===== config.mk =====
export PLATFORM = sky130hd
export DESIGN_NAME = div_ctrl
export DESIGN_NICKNAME = d
export VERILOG_FILES = /design/src/rtl/div_pkg.sv /design/src/rtl/div_step.sv /design/src/rtl/div_ctrl.sv
export SDC_FILE = /design/constraint.sdc
export NUM_CORES = 1
export LEC_CHECK = 0
export ABC_CLOCK_PERIOD_IN_PS = 4700
export BUFFER_PORTS_ARGS = -buffer_cell sky130_fd_sc_hd__buf_2
export CORE_ASPECT_RATIO = 1.25
export CORE_MARGIN = 2
export CORE_UTILIZATION = 54
export CTS_CLUSTER_DIAMETER = 150
export CTS_CLUSTER_SIZE = 12
export DETAILED_ROUTE_END_ITERATION = 6
export PLACE_DENSITY = 0.76
export SYNTH_ARGS = -nofsm -noshare
export SYNTH_HDL_FRONTEND = slang
export SYNTH_SLANG_ARGS = --single-unit

===== constraint.sdc =====
create_clock -name clk -period 4.7 [get_ports clk]
set_input_delay 1.41 -clock clk [delete_from_list [all_inputs] [get_ports clk]]
set_output_delay 1.41 -clock clk [all_outputs]
set_load 0.03 [all_outputs]

===== src/rtl/div_pkg.sv =====
// Shared types and constants for the multi-cycle divide sequencer.
package div_pkg;

    localparam int unsigned DIV_WIDTH = 32;
    localparam int unsigned DIV_CNT_W = $clog2(DIV_WIDTH) + 1;
    localparam logic [DIV_WIDTH-1:0] DIV_ZERO_QUO = '1;

    typedef enum logic [1:0] {
        IDLE = 2'd0,
        CALC = 2'd1,
        FIX  = 2'd2,
        DONE = 2'd3
    } state_t;

endpackage


===== src/rtl/div_step.sv =====
// One radix-2 restoring division iteration; purely combinational so it can be chained.
module div_step #(
    parameter int unsigned WIDTH = 32
) (
    input  logic [WIDTH-1:0] rem,
    input  logic [WIDTH-1:0] quo,
    input  logic [WIDTH-1:0] divisor,
    output logic [WIDTH-1:0] rem_next,
    output logic [WIDTH-1:0] quo_next
);

    logic [WIDTH:0]   rem_sh;
    logic [WIDTH-1:0] rem_sub;

    // The shifted remainder needs one extra bit: it can reach 2*divisor-1.
    assign rem_sh  = {rem, quo[WIDTH-1]};
    assign rem_sub = rem_sh[WIDTH-1:0] - divisor;

    always_comb begin
        rem_next = rem_sh[WIDTH-1:0];
        quo_next = {quo[WIDTH-2:0], 1'b0};
        if (rem_sh >= {1'b0, divisor}) begin
            rem_next = rem_sub;
            quo_next = {quo[WIDTH-2:0], 1'b1};
        end
    end

endmodule


===== src/rtl/div_ctrl.sv =====
// DIV/DIVU sequencer: one quotient bit per clock with signed correction and divide-by-zero handling.
module div_ctrl
    import div_pkg::*;
#(
    parameter int unsigned WIDTH = DIV_WIDTH
) (
    input  logic             clk,
    input  logic             resetn,
    input  logic             start,
    input  logic             is_signed,
    input  logic [WIDTH-1:0] a,
    input  logic [WIDTH-1:0] b,
    input  logic             flush,
    output logic             busy,
    output logic             done,
    output logic [WIDTH-1:0] quotient,
    output logic [WIDTH-1:0] remainder
);

    localparam int unsigned CNT_W = $clog2(WIDTH) + 1;

    state_t             state, state_d;
    logic               sign_a, sign_a_d;
    logic               sign_b, sign_b_d;
    logic               zero, zero_d;
    logic [WIDTH-1:0]   rem_r, rem_d;
    logic [WIDTH-1:0]   quo_r, quo_d;
    logic [WIDTH-1:0]   div_r, div_d;
    logic [CNT_W-1:0]   cnt, cnt_d;
    logic               busy_d, done_d;
    logic [WIDTH-1:0]   quotient_d, remainder_d;
    logic [WIDTH-1:0]   step_rem, step_quo;
    logic               neg_a, neg_b;
    logic [WIDTH-1:0]   abs_a, abs_b;

    assign neg_a = a[WIDTH-1] & is_signed;
    assign neg_b = b[WIDTH-1] & is_signed;
    assign abs_a = neg_a ? -a : a;
    assign abs_b = neg_b ? -b : b;

    div_step #(.WIDTH(WIDTH)) u_step (
        .rem      (rem_r),
        .quo      (quo_r),
        .divisor  (div_r),
        .rem_next (step_rem),
        .quo_next (step_quo)
    );

    // State and datapath registers.
    always_ff @(posedge clk) begin
        if (!resetn) begin
            state     <= IDLE;
            sign_a    <= 1'b0;
            sign_b    <= 1'b0;
            zero      <= 1'b0;
            rem_r     <= '0;
            quo_r     <= '0;
            div_r     <= '0;
            cnt       <= '0;
            busy      <= 1'b0;
            done      <= 1'b0;
            quotient  <= '0;
            remainder <= '0;
        end else begin
            state     <= state_d;
            sign_a    <= sign_a_d;
            sign_b    <= sign_b_d;
            zero      <= zero_d;
            rem_r     <= rem_d;
            quo_r     <= quo_d;
            div_r     <= div_d;
            cnt       <= cnt_d;
            busy      <= busy_d;
            done      <= done_d;
            quotient  <= quotient_d;
            remainder <= remainder_d;
        end
    end

    // Next-state logic; flush aborts anything in flight.
    always_comb begin
        state_d = state;
        case (state)
            IDLE: if (start && !flush) state_d = (b == '0) ? FIX : CALC;
            CALC: if (cnt == CNT_W'(WIDTH - 1)) state_d = FIX;
            FIX:  state_d = DONE;
            DONE: state_d = IDLE;
            default: state_d = IDLE;
        endcase
        if (flush && state != IDLE) state_d = IDLE;
    end

    // Datapath and output next values.
    always_comb begin
        sign_a_d    = sign_a;
        sign_b_d    = sign_b;
        zero_d      = zero;
        rem_d       = rem_r;
        quo_d       = quo_r;
        div_d       = div_r;
        cnt_d       = cnt;
        quotient_d  = quotient;
        remainder_d = remainder;
        busy_d      = (state_d == CALC) || (state_d == FIX);
        done_d      = (state_d == DONE);
        case (state)
            IDLE: begin
                if (start && !flush) begin
                    sign_a_d = neg_a;
                    sign_b_d = neg_b;
                    zero_d   = (b == '0);
                    // On divide-by-zero the raw dividend rides in quo_r to become the remainder.
                    quo_d    = (b == '0) ? a : abs_a;
                    div_d    = abs_b;
                    rem_d    = '0;
                    cnt_d    = '0;
                end
            end
            CALC: begin
                rem_d = step_rem;
                quo_d = step_quo;
                cnt_d = cnt + CNT_W'(1);
            end
            FIX: begin
                if (state_d == DONE) begin
                    if (zero) begin
                        quotient_d  = DIV_ZERO_QUO[WIDTH-1:0];
                        remainder_d = quo_r;
                    end else begin
                        quotient_d  = (sign_a ^ sign_b) ? -quo_r : quo_r;
                        remainder_d = sign_a ? -rem_r : rem_r;
                    end
                end
            end
            default: ;
        endcase
    end

endmodule


== Yosys cells after proc, flatten, opt, wreduce, memory -nomap -nowiden ==
Cells that the tools add are included.

* Word-level logic and storage cells: 61
* Bits in registers: 173
* Input port bits: 69
* Output and inout bits: 66

* $add $sub $neg: 6
* Equal/unequal tests: 8
* Multiplexer cells: 20
* Magnitude comparators: 1
* Bitwise operators: 3
* Reductions and logical operators: 11

{| class="wikitable"
|+ Operators by type and width
! operator !! number
|-
| two-way mux 32 bit || 10
|-
| negator 32 bit || 4
|-
| one-hot mux 32 bit (2 select lines) || 2
|-
| greater-or-equal comparator 33 x 32 -> 1 bit || 1
|-
| zero test 32 bit || 1
|-
| subtractor 32 bit || 1
|-
| one-hot mux 6 bit (2 select lines) || 1
|-
| == test 2 bit, second input constant || 4
|-
| two-way mux 2 bit || 4
|-
| one-hot mux 2 bit (4 select lines) || 1
|-
| adder 6 x 1 -> 6 bit, second input constant || 1
|-
| == test 6 x 5 -> 1 bit, second input constant || 1
|-
| two-way mux 6 bit || 1
|-
| AND reduction 2 bit || 3
|-
| == test 2 x 1 -> 1 bit, second input constant || 2
|-
| nonzero test 2 bit || 2
|-
| bitwise AND 1 bit || 2
|-
| logical AND 1 bit || 2
|-
| zero test 2 bit || 1
|-
| != test 2 bit, second input constant || 1
|-
| zero test 1 bit || 1
|-
| logical OR 1 bit || 1
|-
| two-way mux 1 bit || 1
|-
| bitwise XOR 1 bit || 1
|}

== Depth between registers and ports, before layout ==
* Depth after elaboration: 7
* Mapped depth: 19
* Mapped depth without buffers: 17

== Hierarchy ==
From an unflattened synthesis, not the netlist that was laid out.

* Cells, all modules: 1573
* Area total of the unflattened synthesis: 12152.9 µm²

{| class="wikitable"
|+ Modules (own cells, without submodules)
! module !! cells each !! seq. area each (µm²) !! times used !! area each (µm²)
|-
| div_ctrl || 1219 || 3463.3 || 1 || 9589.2
|-
| div_step || 354 || 0.0 || 1 || 2563.7
|}

== Worst setup path before layout ==
OpenSTA, ideal clock, no wires.

* Path type: input-to-reg
* From: input b[0]
* To: register remainder[26]
* Data arrival time: 4.519 ns
* Data required time: 4.635 ns
* Setup time: 0.065 ns
* Cell stages on the path: 19
* Path slack: 0.116 ns
* Path buffers: 2
* Cells stage by stage: inv_1 -> ha_1 -> or3b_2 -> nor4_2 -> nand4b_1 -> or3_1 -> a21oi_1 -> nor2_1 -> a21oi_1 -> nor2_1 -> ha_1 -> nand2_1 -> or2_2 -> clkbuf_1 -> clkbuf_1 -> a21oi_1 -> o21ai_0 -> o21ai_0 -> nor2_1

* Word-level cells in the longest chain between the ends: 7

{| class="wikitable"
|+ RTL lines
! element !! line !! source
|-
| start, declared || div_ctrl.sv:12 || <nowiki>input logic [WIDTH-1:0] b,</nowiki>
|-
| zero test 32 bit || div_ctrl.sv:84 || <nowiki>IDLE: if (start && !flush) state_d = (b == '0) ? FIX : CALC;</nowiki>
|-
| two-way mux 2 bit (2 in series) || div_ctrl.sv:84 ||
|-
| one-hot mux 2 bit (4 select lines) || div_ctrl.sv:83 || <nowiki>case (state)</nowiki>
|-
| two-way mux 2 bit || div_ctrl.sv:90 || <nowiki>if (flush && state != IDLE) state_d = IDLE;</nowiki>
|-
| net state_d[0] || div_ctrl.sv:22 || <nowiki>state_t state, state_d;</nowiki>
|-
| == test 2 bit || - ||
|-
| net done_d || div_ctrl.sv:30 || <nowiki>logic busy_d, done_d;</nowiki>
|-
| AND reduction 2 bit (no source line) || - ||
|-
| end signal, assigned || div_ctrl.sv:76 || <nowiki>remainder <= remainder_d;</nowiki>
|-
| end, declared || div_ctrl.sv:17 || <nowiki>output logic [WIDTH-1:0] remainder</nowiki>
|}

The timed path passes the listed nets, and every way through them passes these cells.
A chain may end at the register's enable or synchronous reset.

== Final worst setup path ==
* From: input b[0]
* To: register remainder[29]

Same word-level chain as after synthesis.

==> results.sh <==
export IMPL_outcome="finished, final reports clean"
export IMPL_ant_nets=0
export IMPL_cap_violations=0
export IMPL_clockBufferDepth=2
export IMPL_start_kind="primary input"
export IMPL_syn_area_sq_um=11000
export IMPL_initial_utilization=0.548
export IMPL_grt_usage=0.298
export IMPL_ioPinCount=135
export IMPL_crit_buf_inv=3
export IMPL_grt_ovfl_total=0
export IMPL_routed_wl_microns=32200
export IMPL_grt_max_degree=69
export IMPL_synth_top_area_frac=0.316
export IMPL_arrival_ns=4.67
export IMPL_grt_setup_unrepaired="no"
export IMPL_clkLatencyLatePin_ns=0.43
export IMPL_fmax_mhz=230
export IMPL_min_path_type="reg2reg"
export IMPL_postSynthCellCount=1439
export IMPL_crit_chain="buf_2, inv_1, ha_1, or3b_2, nor4_2, nand4b_1, nor3_1, a21oi_1, o22a_1, nor2_1, ha_1, nand2_1, or2_2, nor2_1, buf_4, a21oi_1"
export IMPL_min_period_ns=4.35
export IMPL_cts_tree="built"
export IMPL_worstSetupEndpointType="flop"
export IMPL_holdWs_ns=0.455
export IMPL_ctsResizeCount=0
export IMPL_max_slew_margin_rel=0.352
export IMPL_yosys_warnings=0
export IMPL_required_ns=5.02
export IMPL_p_leak_nw=4.99
export IMPL_clk_pin_slew_ns=0.07
export IMPL_synth_fa_ha_area_frac=0.0451
export IMPL_first_pass_iters=5
export IMPL_layout_commonest_cell="dfxtp_1"
export IMPL_fp_dieW_microns=132
export IMPL_root_buffer="clkbuf_16"
export IMPL_synth_main_ff_cell="dfxtp_1"
export IMPL_skew_ns=0.0135
export IMPL_synth_edf_count=0
export IMPL_synth_simple_gate_area_frac=0.188
export IMPL_cts_buffers_inserted=17
export IMPL_synth_compound_area_frac=0.257
export IMPL_ir_worst_vdd_v=0.000252
export IMPL_grt_pass1_wl_microns=51800
export IMPL_synth_mux_area_fraction=0.0266
export IMPL_path_delay_family="simple AND/OR/NAND/NOR gates"
export IMPL_areaGrowthSynthToFinish_pct=14.4
export IMPL_drt_initial_drc_count=801
export IMPL_synth_fp_nets=1547
export IMPL_core_area_sq_um=20000
export IMPL_yosys_cell_types_count=67
export IMPL_seq_area_frac_synth=0.316
export IMPL_cts_setup_buffers=0
export IMPL_drcViolationCount=0
export IMPL_powerDensity_nw_per_um2=289
export IMPL_fp_dieH_microns=163
export IMPL_path_class="in2reg"
export IMPL_postCtsHoldBufs=0
export IMPL_nFillCells=1858
export IMPL_dp_hpwl_microns=24300
export IMPL_clock_sinks=173
export IMPL_setup_viol=0
export IMPL_critPathSlowestCell="or3b_2"
export IMPL_period_share=0.926
export IMPL_synth_async_reset_ratio=0
export IMPL_vias_per_cell=5.95
export IMPL_worstMarginPinSlew_ns=0.970
export IMPL_antenna_found_initial=0
export IMPL_fin_setup_tns_ns=0
export IMPL_synth_top_family_by_area="compound AO/OA/AOI/OAI gates"
export IMPL_synth_top_area_cell="dfxtp_1"
export IMPL_dieArea_sq_um=21500
export IMPL_synth_xor_area_share=0.114
export IMPL_vias=10800
export IMPL_final_hold_violation_count=0
export IMPL_htreeDepth=4
export IMPL_synth_seq_cells=173
export IMPL_wl_per_cell_microns=17.8
export IMPL_antenna_cells=0
export IMPL_final_nets=1641
export IMPL_slowest_delay_ns=0.47
export IMPL_ys_top_cells_by_area="dfxtp_1, o21ai_0, a21oi_1"
export IMPL_avgSynthCellArea_sq_um=7.63
export IMPL_final_cell_mix="dfxtp_1, nand2_1, buf_2"
export IMPL_grt_pass1_vias=9988
export IMPL_drive_gt1_frac=0.149
export IMPL_maxSlewViolCount=0
export IMPL_portBuffers=134
export IMPL_core_rowCount=58
export IMPL_worstPathMaxFanout=10
export IMPL_place_gp_congestion=0.977
## final cells by class
class | count | area [sq um] | share of cell area
Clock buffer | 20 | 457 | 0.0364
Clock inverter | 12 | 126 | 0.0101
Inverter | 55 | 208 | 0.0165
Multi-Input combinational cell | 1111 | 6960 | 0.554
Sequential cell | 173 | 3460 | 0.276
Tap cell | 270 | 338 | 0.0269
Timing Repair Buffer | 175 | 1000 | 0.0799
## Yosys cell counts (all sizes together), types with 29 or more instances
cell,count
nor2,119
nor3,39
a22oi,29
o21ai,133
xnor2,72
nand2,158
dfxtp,173
ha,38
xor2,71
inv,55
clkbuf,84
a21oi,131
## sequential cells by signal, summed over array words and instances (netlist names)
signal,flops
busy,1
remainder,32
div_r,32
sign_a,1
sign_b,1
done,1
zero,1
state,2
quo_r,32
quotient,32
cnt,6
rem_r,32
## where the power goes
group / internal [mW] / leakage, nW / switching (mW) / total (mW)
logic: 0.261 / 3.30 / 0.387 / 0.648
registers: 1.51 / 1.40 / 0.0631 / 1.57
clock network: 0.774 / 0.286 / 0.637 / 1.41
## worst reg2reg max path, cell delays in order (launching register included)
cell and delay (ns):
dfxtp_1 0.33, inv_1 0.04, ha_1 0.41, and3_1 0.26, nand3_1 0.15, or4_1 0.53, o21ai_0 0.32, a211o_1 0.15
o21ai_0 0.13, a21oi_4 0.48, buf_12 0.27, mux2i_1 0.22, o21ai_0 0.11
## layer usage
metal / track usage / vias to the layer above / wire, microns
li1: - / 5356 / -
met1: 0.344 / 5035 / 13000
met2: 0.547 / 352 / 16400
met3: 0.0413 / 69 / 1440
met4: 0.139 / 0 / 1420
met5: 0 / - / 0
## kinds of logic after synthesis
kind of cell	count (synthesis)
compound gates	460
xor+xnor	143
fa+ha+maj	39
buf+inv	155
flops	173
mux	29
simple gates	440
## per-stage QoR
step / util / worst slack, ns / power, mW / area, sq um / instances
finish: 0.627 / 0.347 / 3.63 / 12600 / 1816
global route: 0.627 / 0.132 / 3.76 / 12600 / 1816
CTS: 0.627 / 0.397 / 3.63 / 12600 / 1816
detailed placement: 0.598 / -0.0436 / 2.24 / 12000 / 1784
global placement: 0.598 / 0.0269 / 2.23 / 12000 / 1784
floorplan: - / 0.116 / 2.04 / 11000 / 1439
## path summary, 6_finish.rpt
kind / from / depth (start not counted) / to / slack (ns)
max reg2reg: div_r[24] / 12 / rem_r[3] / 1.17
min: remainder[3] / 2 / remainder[3] / 0.46
max: b[0] / 16 / remainder[29] / 0.35
min reg2reg: remainder[3] / 2 / remainder[3] / 0.46
Power figures use the tool's default switching activity.
